--- src/rtl/cascade_pkg.sv ---
// Shared types for the cascade stage datapath: parameter defaults, the stage-sum FSM
// state encoding and the stage descriptor held while a stage is being summed.
package cascade_pkg;

    localparam int W_LEAF_DEF       = 13;
    localparam int FEATURE_NUM_DEF  = 2913;
    localparam int MAX_STAGE_FT_DEF = 256;
    localparam int W_ACC_DEF        = 21;

    // Descriptor fields are sized generously so any legal parameterisation fits.
    localparam int W_DESC_ADDR = 16;
    localparam int W_DESC_CNT  = 16;
    localparam int W_DESC_THR  = 32;

    typedef enum logic [2:0] {
        IDLE = 3'd0,
        DEC  = 3'd1,
        REQ  = 3'd2,
        RESP = 3'd3,
        DONE = 3'd4
    } stage_sum_state_t;

    typedef struct packed {
        logic        [W_DESC_ADDR-1:0] first;
        logic        [W_DESC_CNT-1:0]  cnt;
        logic signed [W_DESC_THR-1:0]  thr;
    } stage_desc_t;

endpackage

--- src/rtl/stage_acc.sv ---
// Signed leaf-value accumulator: sign-extends each leaf and adds it, wrapping by default
// or clamping to the signed range with a sticky flag when STAGE_SUM_SAT_EN is defined.
module stage_acc #(
    parameter int W_LEAF = 13,
    parameter int W_ACC  = 21
) (
    input  logic              clk,
    input  logic              rst,
    input  logic              clr,
    input  logic              en,
    input  logic [W_LEAF-1:0] din,
    output logic [W_ACC-1:0]  acc
`ifdef STAGE_SUM_SAT_EN
    ,
    output logic              sat
`endif
);

    logic [W_ACC-1:0] din_ext;
    assign din_ext = W_ACC'($signed(din));

`ifdef STAGE_SUM_SAT_EN
    logic [W_ACC:0] sum_wide;
    logic           ovf;

    // One guard bit: overflow shows up as the guard and sign bits disagreeing.
    assign sum_wide = {acc[W_ACC-1], acc} + {din_ext[W_ACC-1], din_ext};
    assign ovf      = sum_wide[W_ACC] ^ sum_wide[W_ACC-1];

    always_ff @(posedge clk) begin
        if (rst || clr) begin
            acc <= '0;
            sat <= 1'b0;
        end else if (en) begin
            if (ovf) begin
                acc <= sum_wide[W_ACC] ? {1'b1, {(W_ACC-1){1'b0}}} : {1'b0, {(W_ACC-1){1'b1}}};
                sat <= 1'b1;
            end else begin
                acc <= sum_wide[W_ACC-1:0];
            end
        end
    end
`else
    always_ff @(posedge clk) begin
        if (rst || clr) begin
            acc <= '0;
        end else if (en) begin
            acc <= acc + din_ext;
        end
    end
`endif

endmodule

--- src/rtl/stage_sum_ctrl.sv ---
// Per-stage leaf lookup sequencer: one decision -> one leaf lookup -> one add per feature,
// then a thresholded result. Optional saturation and res_sat port under STAGE_SUM_SAT_EN.
module stage_sum_ctrl
    import cascade_pkg::*;
#(
    parameter int  W_LEAF       = W_LEAF_DEF,
    parameter int  FEATURE_NUM  = FEATURE_NUM_DEF,
    parameter int  MAX_STAGE_FT = MAX_STAGE_FT_DEF,
    parameter int  W_ACC        = W_ACC_DEF,
    localparam int W_ADDR       = $clog2(FEATURE_NUM),
    localparam int W_CNT        = $clog2(MAX_STAGE_FT + 1)
) (
    input  logic              clk,
    input  logic              rst,
    input  logic              stage_valid,
    output logic              stage_ready,
    input  logic [W_ADDR-1:0] stage_first,
    input  logic [W_CNT-1:0]  stage_cnt,
    input  logic [W_ACC-1:0]  stage_thr,
    input  logic              dec_valid,
    output logic              dec_ready,
    input  logic              dec_leaf,
    output logic              leaf_addr_valid,
    input  logic              leaf_addr_ready,
    output logic [W_ADDR-1:0] leaf_addr_data,
    output logic              leaf_num,
    input  logic              leaf_data_valid,
    output logic              leaf_data_ready,
    input  logic [W_LEAF-1:0] leaf_data,
    output logic              res_valid,
    input  logic              res_ready,
    output logic              res_pass,
    output logic [W_ACC-1:0]  res_sum,
`ifdef STAGE_SUM_SAT_EN
    output logic              res_sat,
`endif
    output logic [2:0]        state_dbg
);

    // Every valid/ready pair transfers on a rising edge where both are high; valids are
    // never withdrawn and their payload holds until that edge.

    stage_sum_state_t state, state_d;
    stage_desc_t      desc_q;
    logic [W_CNT-1:0] idx;
    logic             leaf_num_q;
    logic [W_ACC-1:0] acc_q;
    logic             stage_acc_fire;
    logic             dec_fire;
    logic             data_fire;
    logic             last_feature;

    assign stage_acc_fire = stage_valid && stage_ready;
    assign dec_fire       = dec_valid && dec_ready;
    assign data_fire      = leaf_data_valid && leaf_data_ready;
    assign last_feature   = (W_DESC_CNT'(idx) + W_DESC_CNT'(1)) == desc_q.cnt;

    always_ff @(posedge clk) begin
        if (rst) begin
            state      <= IDLE;
            desc_q     <= '0;
            idx        <= '0;
            leaf_num_q <= 1'b0;
        end else begin
            state <= state_d;
            if (stage_acc_fire) begin
                desc_q.first <= W_DESC_ADDR'(stage_first);
                desc_q.cnt   <= W_DESC_CNT'(stage_cnt);
                desc_q.thr   <= W_DESC_THR'($signed(stage_thr));
                idx          <= '0;
            end
            if (dec_fire) begin
                leaf_num_q <= dec_leaf;
            end
            if (data_fire) begin
                idx <= idx + W_CNT'(1);
            end
        end
    end

    always_comb begin
        state_d         = state;
        stage_ready     = 1'b0;
        dec_ready       = 1'b0;
        leaf_addr_valid = 1'b0;
        leaf_data_ready = 1'b0;
        res_valid       = 1'b0;
        case (state)
            IDLE: begin
                stage_ready = 1'b1;
                if (stage_valid) begin
                    state_d = (stage_cnt == '0) ? DONE : DEC;
                end
            end
            DEC: begin
                dec_ready = 1'b1;
                if (dec_valid) state_d = REQ;
            end
            REQ: begin
                leaf_addr_valid = 1'b1;
                if (leaf_addr_ready) state_d = RESP;
            end
            RESP: begin
                leaf_data_ready = 1'b1;
                if (leaf_data_valid) state_d = last_feature ? DONE : DEC;
            end
            DONE: begin
                res_valid = 1'b1;
                if (res_ready) state_d = IDLE;
            end
            default: state_d = IDLE;
        endcase
    end

    // Address wraps at W_ADDR; legal descriptors never reach the wrap.
    assign leaf_addr_data = W_ADDR'(desc_q.first + W_DESC_ADDR'(idx));
    assign leaf_num       = leaf_num_q;
    assign res_sum        = acc_q;
    assign res_pass       = $signed(W_DESC_THR'($signed(acc_q))) >= $signed(desc_q.thr);
    assign state_dbg      = state;

    stage_acc #(
        .W_LEAF(W_LEAF),
        .W_ACC (W_ACC)
    ) u_acc (
        .clk(clk),
        .rst(rst),
        .clr(stage_acc_fire),
        .en (data_fire),
        .din(leaf_data),
`ifdef STAGE_SUM_SAT_EN
        .acc(acc_q),
        .sat(res_sat)
`else
        .acc(acc_q)
`endif
    );

    stage_desc_ok: assert property (@(posedge clk) disable iff (rst)
        stage_acc_fire |-> ((int'(stage_first) + int'(stage_cnt) <= FEATURE_NUM)
                            && (int'(stage_cnt) <= MAX_STAGE_FT)));

endmodule

--- config.mk ---
export PLATFORM = sky130hd
export DESIGN_NAME = stage_sum_ctrl
export DESIGN_NICKNAME = d
export VERILOG_FILES = /design/src/rtl/cascade_pkg.sv /design/src/rtl/stage_acc.sv /design/src/rtl/stage_sum_ctrl.sv
export SDC_FILE = /design/constraint.sdc
export NUM_CORES = 1
export LEC_CHECK = 0
export ABC_AREA = 1
export BUFFER_PORTS_ARGS = -buffer_cell sky130_fd_sc_hd__buf_2
export CORE_MARGIN = 5
export CORE_UTILIZATION = 45
export DETAILED_ROUTE_END_ITERATION = 10
export GPL_ROUTABILITY_DRIVEN = 0
export PLACE_DENSITY_LB_ADDON = 0.1
export SYNTH_ARGS = -nofsm -noshare
export SYNTH_HDL_FRONTEND = slang
export SYNTH_HIERARCHICAL = 1
export SYNTH_SLANG_ARGS = --single-unit
--- constraint.sdc ---
create_clock -name clk -period 3.65 [get_ports clk]
set_clock_uncertainty 0.1 [all_clocks]
set_input_delay 0 -clock clk [delete_from_list [all_inputs] [get_ports clk]]
set_output_delay 0 -clock clk [all_outputs]
set_load 0.02 [all_outputs]
==> flow_metrics.tcl <==
set metrics [dict create \
    synth_cell_types 38 \
    postSynthAreaPerCell_um2 6.544 \
    fin_crit_ns 2.541 \
    post-dp-hpwl_um 11650 \
    path_max_fanout 7 \
    nFillCells 1165 \
    ant_nets 0 \
    area.growth.synth_to_final_pct 27.02 \
    placed_cell_area_um2 6216 \
    final_area_um2 7041 \
    syn_area_um2 5543 \
    vias 5637 \
    grt_max_degree 57 \
    grt.busiest_layer "met2" \
    start_util 0.4595 \
    die_x_um 121.0 \
    max_freq_mhz 393.6 \
    grt_use_total 0.2172 \
    post-route-drc-count 0 \
    status "finished, final reports clean" \
    final.period_utilization 0.6961 \
    postSynthCellCount 847 \
    grt_pass1_vias 5248 \
    crit_required_ns 3.55 \
    grt_pass1_wl_um 25820 \
    crit_arrival_ns 2.44 \
    final_hold_viol_count 0 \
    tritoncts "built" \
    wl_um 15490 \
    synth_nets 963 \
    finalNetCount 1112 \
    vias_per_cell 4.822 \
    drive_above_1_share 0.1658 \
    grtUsageMet1 0.3200 \
    first_pass_iters 5 \
    coreArea_um2 12060 \
    critical_path_class "reg2out" \
    end_kind "primary output" \
    clk_pin_slew_ns 0.06 \
    seq_area_frac_synth 0.2745 \
    postCtsSetupRepairBufs 0 \
    htree_levels 3 \
    p_leak_nw 3.602 \
    clkSinkCount 76 \
    clockBufferDepth 2 \
    cap_viol_max_count 0 \
    timing.setup.tns_ns 0 \
    final_common_cell "nand2_1" \
    dieArea_um2 14640 \
    die_h_um 121.0 \
    total_power_mw 3.183 \
    cts_root_buf "clkbuf_16" \
    setup_viol 0 \
    wire_per_inst_um 13.25 \
    gr-usage-met2 0.3282 \
    relSlewSlack 0.5300 \
    drt_iter0_drc 311 \
    utilization 0.5837 \
    start_kind "register" \
    ys_ff_latch 76 \
    numCtsBuffers 9 \
    ctsResizeCount 0 \
    slew_violations 0 \
    vdd_drop_max_v 0.0004446 \
    yosys_warnings 6 \
    tightest_slew_ns 0.7040 \
    antenna_found_initial 0 \
    ios 106 \
    p_per_area_nw_per_um2 452.1 \
    antenna_cells 0 \
    clk_latency_ns 0.34 \
    placementRows 40 \
    gr-total-overflow 0 \
    met3_usage 0.03683 \
    holdCritPathClass "in2reg" \
    portBuffers 105 \
    rsz0062_at_grt "no" \
    final_cell_mix "nand2_1, inv_1, buf_2" \
]
==> power by group <==
group	internal, mW	switching (mW)
clock network	0.604	0.373
registers	0.968	0.0777
logic	0.410	0.751
==> layout make-up <==
| cell class | count | area (µm²) | area share |
|---|---|---|---|
| sequential | 76 | 1521 | 0.2161 |
| clock buffer | 9 | 225.2 | 0.03199 |
| timing repair buffer | 159 | 1056 | 0.1500 |
| tap | 168 | 210.2 | 0.02986 |
| inverter | 129 | 484.2 | 0.06878 |
| clock inverter | 7 | 98.84 | 0.01404 |
| multi-input combinational | 621 | 3445 | 0.4892 |
==> routing by layer <==
layer	up-vias	wire length, µm
li1	3030	-
met5	-	0
met2	148	6348
met4	0	165
met3	11	874
met1	2448	8102
==> final timing paths <==
check / startpoint / endpoint / slack [ns] / depth (start not counted)
worst max-delay path: idx[4] / leaf_addr_data[11] / 1.11 / 10
worst min-delay path: leaf_data[1] / u_acc/acc[1] / 0.1 / 4
worst max register to register: idx[1] / state_dbg[2] / 1.18 / 14
worst min register to register: desc_q[54] / desc_q[54] / 0.36 / 2
==> cells by family (layout without fill, tap and decap cells) <==
logic type / Yosys count / count (layout) / share of synthesized area
XOR/XNOR: 21 / 21 / 0.03318
adder cells (fa/ha/maj): 53 / 53 / 0.1223
AO/OA/AOI/OAI: 115 / 115 / 0.1248
buffers and inverters: 150 / 304 / 0.1041
flip-flops: 76 / 76 / 0.2745
AND/OR/NAND/NOR: 432 / 432 / 0.3411
==> registers in the layout, indices dropped and copies added (netlist names) <==
signal,cells
desc_q,42
leaf_num,1
state_dbg,3
u_acc/acc,21
idx,9
==> worst max-delay path, cell delays in order (launching register included) <==
cell and delay (ns):
dfxtp_1 0.51, ha_1 0.35, a21oi_1 0.21, o21ai_0 0.10
a21oi_1 0.22, nor2_1 0.06, o21ai_0 0.14, nand2_1 0.10
nand3_1 0.09, xor2_1 0.15, buf_2 0.18
==> cell usage after synthesis <==
master | n | area share
nor2_1 | 104 | 0.070
nand3_1 | 61 | 0.055
a31oi_1 | 1 | 0.0011
ha_1 | 51 | 0.12
buf_1 | 1 | 0.00068
nand2_1 | 214 | 0.14
a21o_1 | 2 | 0.0027
nand3_2 | 5 | 0.0090
clkinv_1 | 3 | 0.0020
o21ai_0 | 18 | 0.016
inv_2 | 4 | 0.0027
nor3_4 | 1 | 0.0029
xor2_1 | 16 | 0.025
nand3b_1 | 1 | 0.0014
o21ai_1 | 2 | 0.0018
fa_1 | 2 | 0.0072
nor3_2 | 4 | 0.0072
o211ai_1 | 1 | 0.0014
a21oi_1 | 50 | 0.045
nor2_2 | 6 | 0.0068
buf_2 | 8 | 0.0072
a21oi_2 | 3 | 0.0047
nand2_2 | 10 | 0.011
nor2_4 | 4 | 0.0081
dfxtp_1 | 76 | 0.27
nor4_1 | 4 | 0.0045
and2_4 | 1 | 0.0016
or2_2 | 2 | 0.0023
nand4_1 | 9 | 0.010
a211oi_1 | 32 | 0.043
buf_4 | 1 | 0.0014
inv_1 | 122 | 0.083
clkbuf_1 | 11 | 0.0074
xnor2_1 | 5 | 0.0079
o21a_1 | 1 | 0.0014
nor3_1 | 6 | 0.0054
o21bai_1 | 4 | 0.0054
o21ai_2 | 1 | 0.0016
==> metrics by stage <==
stage | worst slack (ns) | cells | hold slack (ns)
final | 1.109 | 1169 | 0.09581
after global routing | 0.8556 | 1169 | 0.1417
after CTS | 1.106 | 1169 | 0.06524
after detailed placement | 1.336 | 1103 | 0.1645
after global placement | 1.463 | 1103 | 0.1704
after floorplan | 1.594 | 847 | 0.04720
==> timing repair <==
item	4_1_cts	5_1_grt
hold buffers	50	0
hold endpoints to repair	48	0
endpoints found under the setup margin	0	0
(Power assumes the default switching activity.)
